`src/rtl/inv_sub_bytes_seq_if.sv`:
```
// Valid/ready handshake bundle for the sequential InvSubBytes engine.
// The master drives a state in and takes the result; the slave is the engine.
interface inv_sub_bytes_seq_if;
  logic         in_valid;
  logic         in_ready;
  logic [127:0] in_state;
  logic         out_valid;
  logic         out_ready;
  logic [127:0] out_state;

  modport master (
    output in_valid, in_state, out_ready,
    input  in_ready, out_valid, out_state
  );

  modport slave (
    input  in_valid, in_state, out_ready,
    output in_ready, out_valid, out_state
  );
endinterface

```
`src/rtl/inv_sub_bytes_seq.sv`:
```
// Sequential AES InvSubBytes: LANES inverse S-box lookups per cycle over a
// 128-bit working register, so a full state takes 16/LANES busy cycles.
module inv_sub_bytes_seq #(
  parameter int LANES = 1
) (
  input  logic                 clk,
  input  logic                 rst,
  inv_sub_bytes_seq_if.slave   bus
);

  if (!(LANES == 1 || LANES == 2 || LANES == 4 || LANES == 8 || LANES == 16)) begin : g_bad_lanes
    $error("inv_sub_bytes_seq: LANES must be 1, 2, 4, 8 or 16");
  end

  localparam logic [3:0] IDX_STEP = 4'(LANES);
  localparam logic [3:0] LAST_IDX = 4'(16 - LANES);

  typedef enum logic [1:0] {IDLE, BUSY, DONE} state_t;

  state_t               state_q, state_d;
  logic [127:0]         w_q, w_d;
  logic [3:0]           idx_q, idx_d;
  logic [6:0]           base;
  logic [8*LANES-1:0]   grp_in;
  logic [8*LANES-1:0]   grp_out;

  function automatic logic [7:0] gf_mul(input logic [7:0] a, input logic [7:0] b);
    logic [7:0] p;
    logic [7:0] aa;
    p  = 8'h00;
    aa = a;
    for (int i = 0; i < 8; i++) begin
      if (b[i]) p = p ^ aa;
      aa = {aa[6:0], 1'b0} ^ (aa[7] ? 8'h1b : 8'h00);
    end
    return p;
  endfunction

  // a^254 is the multiplicative inverse in GF(2^8) and conveniently maps 0 to 0.
  function automatic logic [7:0] gf_inv(input logic [7:0] a);
    logic [7:0] r;
    logic [7:0] sq;
    r  = 8'h01;
    sq = a;
    for (int i = 1; i < 8; i++) begin
      sq = gf_mul(sq, sq);
      r  = gf_mul(r, sq);
    end
    return r;
  endfunction

  function automatic logic [7:0] inv_sbox(input logic [7:0] x);
    logic [7:0] b;
    b = {x[6:0], x[7]} ^ {x[4:0], x[7:5]} ^ {x[1:0], x[7:2]} ^ 8'h05;
    return gf_inv(b);
  endfunction

  // Byte idx sits at bit 127-8*idx; the group is LANES bytes starting there.
  assign base   = {idx_q, 3'b000};
  assign grp_in = w_q[7'd127 - base -: 8*LANES];

  genvar gi;
  generate
    for (gi = 0; gi < LANES; gi++) begin : g_lane
      assign grp_out[8*(LANES-gi)-1 -: 8] = inv_sbox(grp_in[8*(LANES-gi)-1 -: 8]);
    end
  endgenerate

  always_comb begin
    state_d = state_q;
    w_d     = w_q;
    idx_d   = idx_q;
    case (state_q)
      IDLE: begin
        if (bus.in_valid) begin
          w_d     = bus.in_state;
          idx_d   = 4'd0;
          state_d = BUSY;
        end
      end
      BUSY: begin
        w_d[7'd127 - base -: 8*LANES] = grp_out;
        idx_d = idx_q + IDX_STEP;
        if (idx_q == LAST_IDX) state_d = DONE;
      end
      DONE: begin
        if (bus.out_ready) state_d = IDLE;
      end
      default: state_d = IDLE;
    endcase
  end

  always_ff @(posedge clk or posedge rst) begin
    if (rst) begin
      state_q <= IDLE;
      w_q     <= 128'h0;
      idx_q   <= 4'd0;
    end else begin
      state_q <= state_d;
      w_q     <= w_d;
      idx_q   <= idx_d;
    end
  end

  assign bus.in_ready  = (state_q == IDLE);
  assign bus.out_valid = (state_q == DONE);
  assign bus.out_state = w_q;

endmodule

```
`src/flat_wrapper.sv`:
```
// flat-port wrapper written by rule: the top's interface ports become plain ports
module inv_sub_bytes_seq_flat 
#(
  parameter int LANES = 1
)
  (clk, rst, bus_in_valid, bus_in_state, bus_out_ready, bus_in_ready, bus_out_valid, bus_out_state);
  inv_sub_bytes_seq_if bus_i ();
  input  logic clk;
  input  logic rst;
  input wire logic [$bits(bus_i.in_valid)-1:0] bus_in_valid;
  input wire logic [$bits(bus_i.in_state)-1:0] bus_in_state;
  input wire logic [$bits(bus_i.out_ready)-1:0] bus_out_ready;
  output wire logic [$bits(bus_i.in_ready)-1:0] bus_in_ready;
  output wire logic [$bits(bus_i.out_valid)-1:0] bus_out_valid;
  output wire logic [$bits(bus_i.out_state)-1:0] bus_out_state;
  assign bus_i.in_valid = bus_in_valid;
  assign bus_i.in_state = bus_in_state;
  assign bus_i.out_ready = bus_out_ready;
  assign bus_in_ready = bus_i.in_ready;
  assign bus_out_valid = bus_i.out_valid;
  assign bus_out_state = bus_i.out_state;
  inv_sub_bytes_seq #(.LANES(LANES)) u_core (.clk(clk), .rst(rst), .bus(bus_i));
endmodule
```
`config.mk`:
```
export PLATFORM = sky130hd
export DESIGN_NAME = inv_sub_bytes_seq_flat
export DESIGN_NICKNAME = d
export VERILOG_FILES = /design/src/rtl/inv_sub_bytes_seq_if.sv /design/src/rtl/inv_sub_bytes_seq.sv /design/src/flat_wrapper.sv
export SDC_FILE = /design/constraint.sdc
export NUM_CORES = 1
export LEC_CHECK = 0
export ABC_AREA = 1
export BUFFER_PORTS_ARGS = -buffer_cell sky130_fd_sc_hd__buf_4
export CORE_MARGIN = 2
export CORE_UTILIZATION = 50
export CTS_BUF_LIST = sky130_fd_sc_hd__clkbuf_8
export DETAILED_ROUTE_END_ITERATION = 16
export PLACE_DENSITY = 0.79
export SYNTH_ARGS = -nofsm -noshare
export SYNTH_HDL_FRONTEND = slang
export SYNTH_SLANG_ARGS = --single-unit
```
`constraint.sdc`:
```
create_clock -name clk -period 39.8 [get_ports clk]
set_input_delay 5.97 -clock clk [delete_from_list [all_inputs] [get_ports clk]]
set_output_delay 5.97 -clock clk [all_outputs]
set_load 0.02 [all_outputs]
```
==> impl_metrics.prom <==
# TYPE chip_impl_metric gauge
chip_impl_metric{name="final-hold-violation-count",unit=""} 0
chip_impl_metric{name="grt_start_max_net_pins",unit=""} 111
chip_impl_metric{name="netlist_area",unit="µm²"} 29000
chip_impl_metric{name="number_of_input_and_output_port_buffers_inserted",unit=""} 261
chip_impl_metric{name="synth.ff_latch_count",unit=""} 134
chip_impl_metric{name="die_height",unit="µm"} 245
chip_impl_metric{name="cap_violations",unit=""} 0
chip_impl_metric{name="worst-path-max-fanout",unit=""} 110
chip_impl_metric{name="clock_sink_count",unit=""} 134
chip_impl_metric{name="maxSlewViolCount",unit=""} 0
chip_impl_metric{name="max_freq",unit="GHz"} 0.0545
chip_impl_metric{name="finish.net_count",unit=""} 5506
chip_impl_metric{name="post_cts.repair.setup_buffers",unit=""} 0
chip_impl_metric{name="fillers",unit=""} 6096
chip_impl_metric{name="post_cts_hold_buffer_count",unit=""} 0
chip_impl_metric{name="syn2layout_area_growth",unit="%"} 6.52
chip_impl_info{name="most_common_cell_after_layout_fill_and_taps_aside",value="nand2_1"} 1
chip_impl_info{name="type_of_the_worst_min_delay_path",value="register to register"} 1
chip_impl_metric{name="area_share_of_the_largest_cell_type_after_synthesis",unit="%"} 26.0
chip_impl_metric{name="finalWirelength",unit="µm"} 108000
chip_impl_metric{name="synthesis.area_per_instance",unit="µm²"} 5.55
chip_impl_metric{name="grt_antenna_before_repair",unit=""} 5
chip_impl_metric{name="max-clock-path-buffers",unit=""} 2
chip_impl_metric{name="cts_resized",unit=""} 0
chip_impl_info{name="slowest_cell_on_crit_path",value="xor2_1"} 1
chip_impl_info{name="cts.root.buffer_cell",value="clkbuf_8"} 1
chip_impl_metric{name="cts_made_buffers",unit=""} 17
chip_impl_metric{name="synth-seq-area-share",unit="%"} 11.5
chip_impl_metric{name="gpl.final_weighted_congestion",unit=""} 1.02
chip_impl_metric{name="detail_routed_net_length_per_standard_cell",unit="µm"} 17.5
chip_impl_metric{name="setup_tns",unit="ns"} 0
chip_impl_metric{name="post_synth_inst_count",unit=""} 5232
chip_impl_metric{name="layout_worst_path_cycle_share",unit="%"} 46.1
chip_impl_info{name="setup_repair_after_global_routing_missed_its_margin",value="no"} 1
chip_impl_metric{name="insertion_delay",unit="ns"} 0.49
chip_impl_metric{name="rows",unit=""} 88
chip_impl_info{name="mostFrequentLayoutCells",value="nand2_1, nand3_1, inv_1"} 1
chip_impl_metric{name="firstDrtPassIters",unit=""} 9
chip_impl_metric{name="tightestPinTransition",unit="ns"} 1.25
chip_impl_info{name="status",value="finished, final reports clean"} 1
chip_impl_info{name="crit_type",value="register to register"} 1
chip_impl_info{name="worstSetupStartpointType",value="register"} 1
chip_impl_metric{name="final.setup_skew",unit="ns"} 0.0140
chip_impl_metric{name="total_core_area",unit="µm²"} 57600
chip_impl_metric{name="synth_fp_nets",unit=""} 5377
chip_impl_metric{name="final_setup_violation_count",unit=""} 0
chip_impl_info{name="ys_top_cells_by_area",value="nand2_1, nand3_1, dfrtp_1, inv_1, nand2_2"} 1
chip_impl_metric{name="floorplan.initialDensity",unit="%"} 50.4
chip_impl_metric{name="htree_num_levels",unit=""} 4
chip_impl_info{name="clock_tree_from_tritoncts",value="yes"} 1
chip_impl_metric{name="ios",unit=""} 262
chip_impl_metric{name="globalRouteOverflowTotal",unit=""} 0
chip_impl_metric{name="grtUsageTotal",unit="%"} 34.5
chip_impl_metric{name="ant_nets",unit=""} 0
chip_impl_metric{name="slew_headroom",unit="%"} 15.9
chip_impl_metric{name="chipWidth",unit="µm"} 245
chip_impl_metric{name="utilization",unit="%"} 53.7
chip_impl_metric{name="die_area",unit="µm²"} 60000
chip_impl_metric{name="number_of_distinct_library_cell_variants_in_the_gate_level_netlist_after_synthesis",unit=""} 61
chip_impl_metric{name="min_period",unit="ns"} 18.36
chip_impl_metric{name="detailed_route_drc_error_count",unit=""} 0
chip_impl_metric{name="ys_warn_count",unit=""} 0
chip_impl_metric{name="max_stage_delay",unit="ns"} 0.88
chip_impl_info{name="synth_area_leader_cell",value="nand2_1"} 1
chip_impl_info{name="critPathMostFrequentCell",value="nand2_1"} 1
chip_impl_metric{name="critPathRequiredTime",unit="ns"} 40.21
chip_impl_metric{name="layout-drive-gt1-share",unit="%"} 17.2
chip_impl_metric{name="avgViaCountPerCell",unit=""} 5.59
chip_impl_metric{name="first_global_vias",unit=""} 30500
chip_impl_metric{name="critPathArrivalTime",unit="ns"} 18.77
chip_impl_metric{name="dr.first_iter.drc_count",unit=""} 3884
chip_impl_info{name="endpoint_type_of_the_worst_setup_path",value="register"} 1
chip_impl_metric{name="cts.reportedPaths.clkPinSlew",unit="ns"} 0.09
chip_impl_metric{name="detailed_route_via_count",unit=""} 34300
chip_impl_metric{name="grt_pass1_wl",unit="µm"} 167000
chip_impl_metric{name="dpl.hpwl",unit="µm"} 84200
[flip-flops by register name (all words and copies together), names as in the netlist]
signal	flops
u_core.state_q	2
u_core.bus.out_state	128
u_core.idx_q	4
[kinds of logic after synthesis]
kind of cell | Yosys count | synth area share, %
adder cells (fa/ha/maj) | 13 | 0.560
flip-flops | 134 | 11.5
XOR/XNOR | 225 | 7.59
AND/OR/NAND/NOR | 3821 | 61.7
AO/OA/AOI/OAI | 234 | 4.63
buffers and inverters | 805 | 14.0
[final timing paths]
kind	cells after the start	start	slack, ns	end
worst max-delay path	87	u_core.idx_q[0]	21.44	u_core.bus.out_state[40]
worst min-delay path	2	u_core.bus.out_state[84]	0.54	u_core.bus.out_state[84]
worst max register to register	87	u_core.idx_q[0]	21.44	u_core.bus.out_state[40]
worst min register to register	2	u_core.bus.out_state[84]	0.54	u_core.bus.out_state[84]
max in group asynchronous	3	rst	32.76	u_core.idx_q[0]
min in group asynchronous	2	rst	5.55	u_core.bus.out_state[9]
[layout make-up]
type,instances,area [µm²],area share [%]
tap,765,957,3.09
multi-input combinational,4293,21600,69.9
clock inverter,13,156,0.505
inverter,642,2510,8.12
clock buffer,19,262,0.845
antenna,2,5.00,0.0162
sequential,134,3360,10.8
timing repair buffer,273,2050,6.62
[per-layer routing]
layer	GRT usage (%)	wire, µm	part of all wire [%]
met3	5.97	10800	10
met5	0	53	0.049
met1	44.7	43300	40
met2	56.1	48600	45
met4	15.3	5060	4.7
[cells in the mapped netlist, drive strengths merged]
| cell | n |
|---|---|
| dlygate4sd1 | 4 |
| and2 | 1 |
| clkinv | 9 |
| nand4 | 97 |
| o21ai | 112 |
| ha | 13 |
| buf | 125 |
| nand3b | 54 |
| inv | 633 |
| a21oi | 32 |
| nor2 | 396 |
| o211ai | 10 |
| xnor3 | 2 |
| a21boi | 2 |
| o21bai | 17 |
| o22ai | 4 |
| a31oi | 56 |
| xor2 | 147 |
| clkbuf | 27 |
| or2 | 17 |
| dlygate4sd3 | 7 |
| a21o | 1 |
| xnor2 | 76 |
| dfrtp | 134 |
| nand2b | 2 |
| nand2 | 2364 |
| nand3 | 886 |
| nor3 | 4 |
[critical path: cells and delay by family, from the launching register on]
kind | cells | cell delay, ns
AOI/OAI and AO/OA | 2 | 0.33
xor gates and xnor gates | 15 | 5.30
buffers and inverters | 13 | 3.40
adders and majority gates | 3 | 1.18
DFF | 1 | 0.34
and+or+nand+nor | 54 | 7.55
[stage by stage]
stage | hold WS, ns | instance area (µm²) | cells | setup slack [ns]
2_1_floorplan | 0.539 | 29000 | 5232 | 27.15
3_3_place_gp | 0.514 | 30500 | 6107 | 21.99
3_5_place_dp | 0.518 | 30500 | 6107 | 21.85
4_1_cts | 0.537 | 30900 | 6139 | 21.79
5_1_grt | 0.581 | 30900 | 6140 | 19.82
6_report | 0.542 | 30900 | 6141 | 21.44
Power is left out: the tool's default activity adds up to more than one toggle a clock period on the data nets, which glitch-free logic cannot reach.
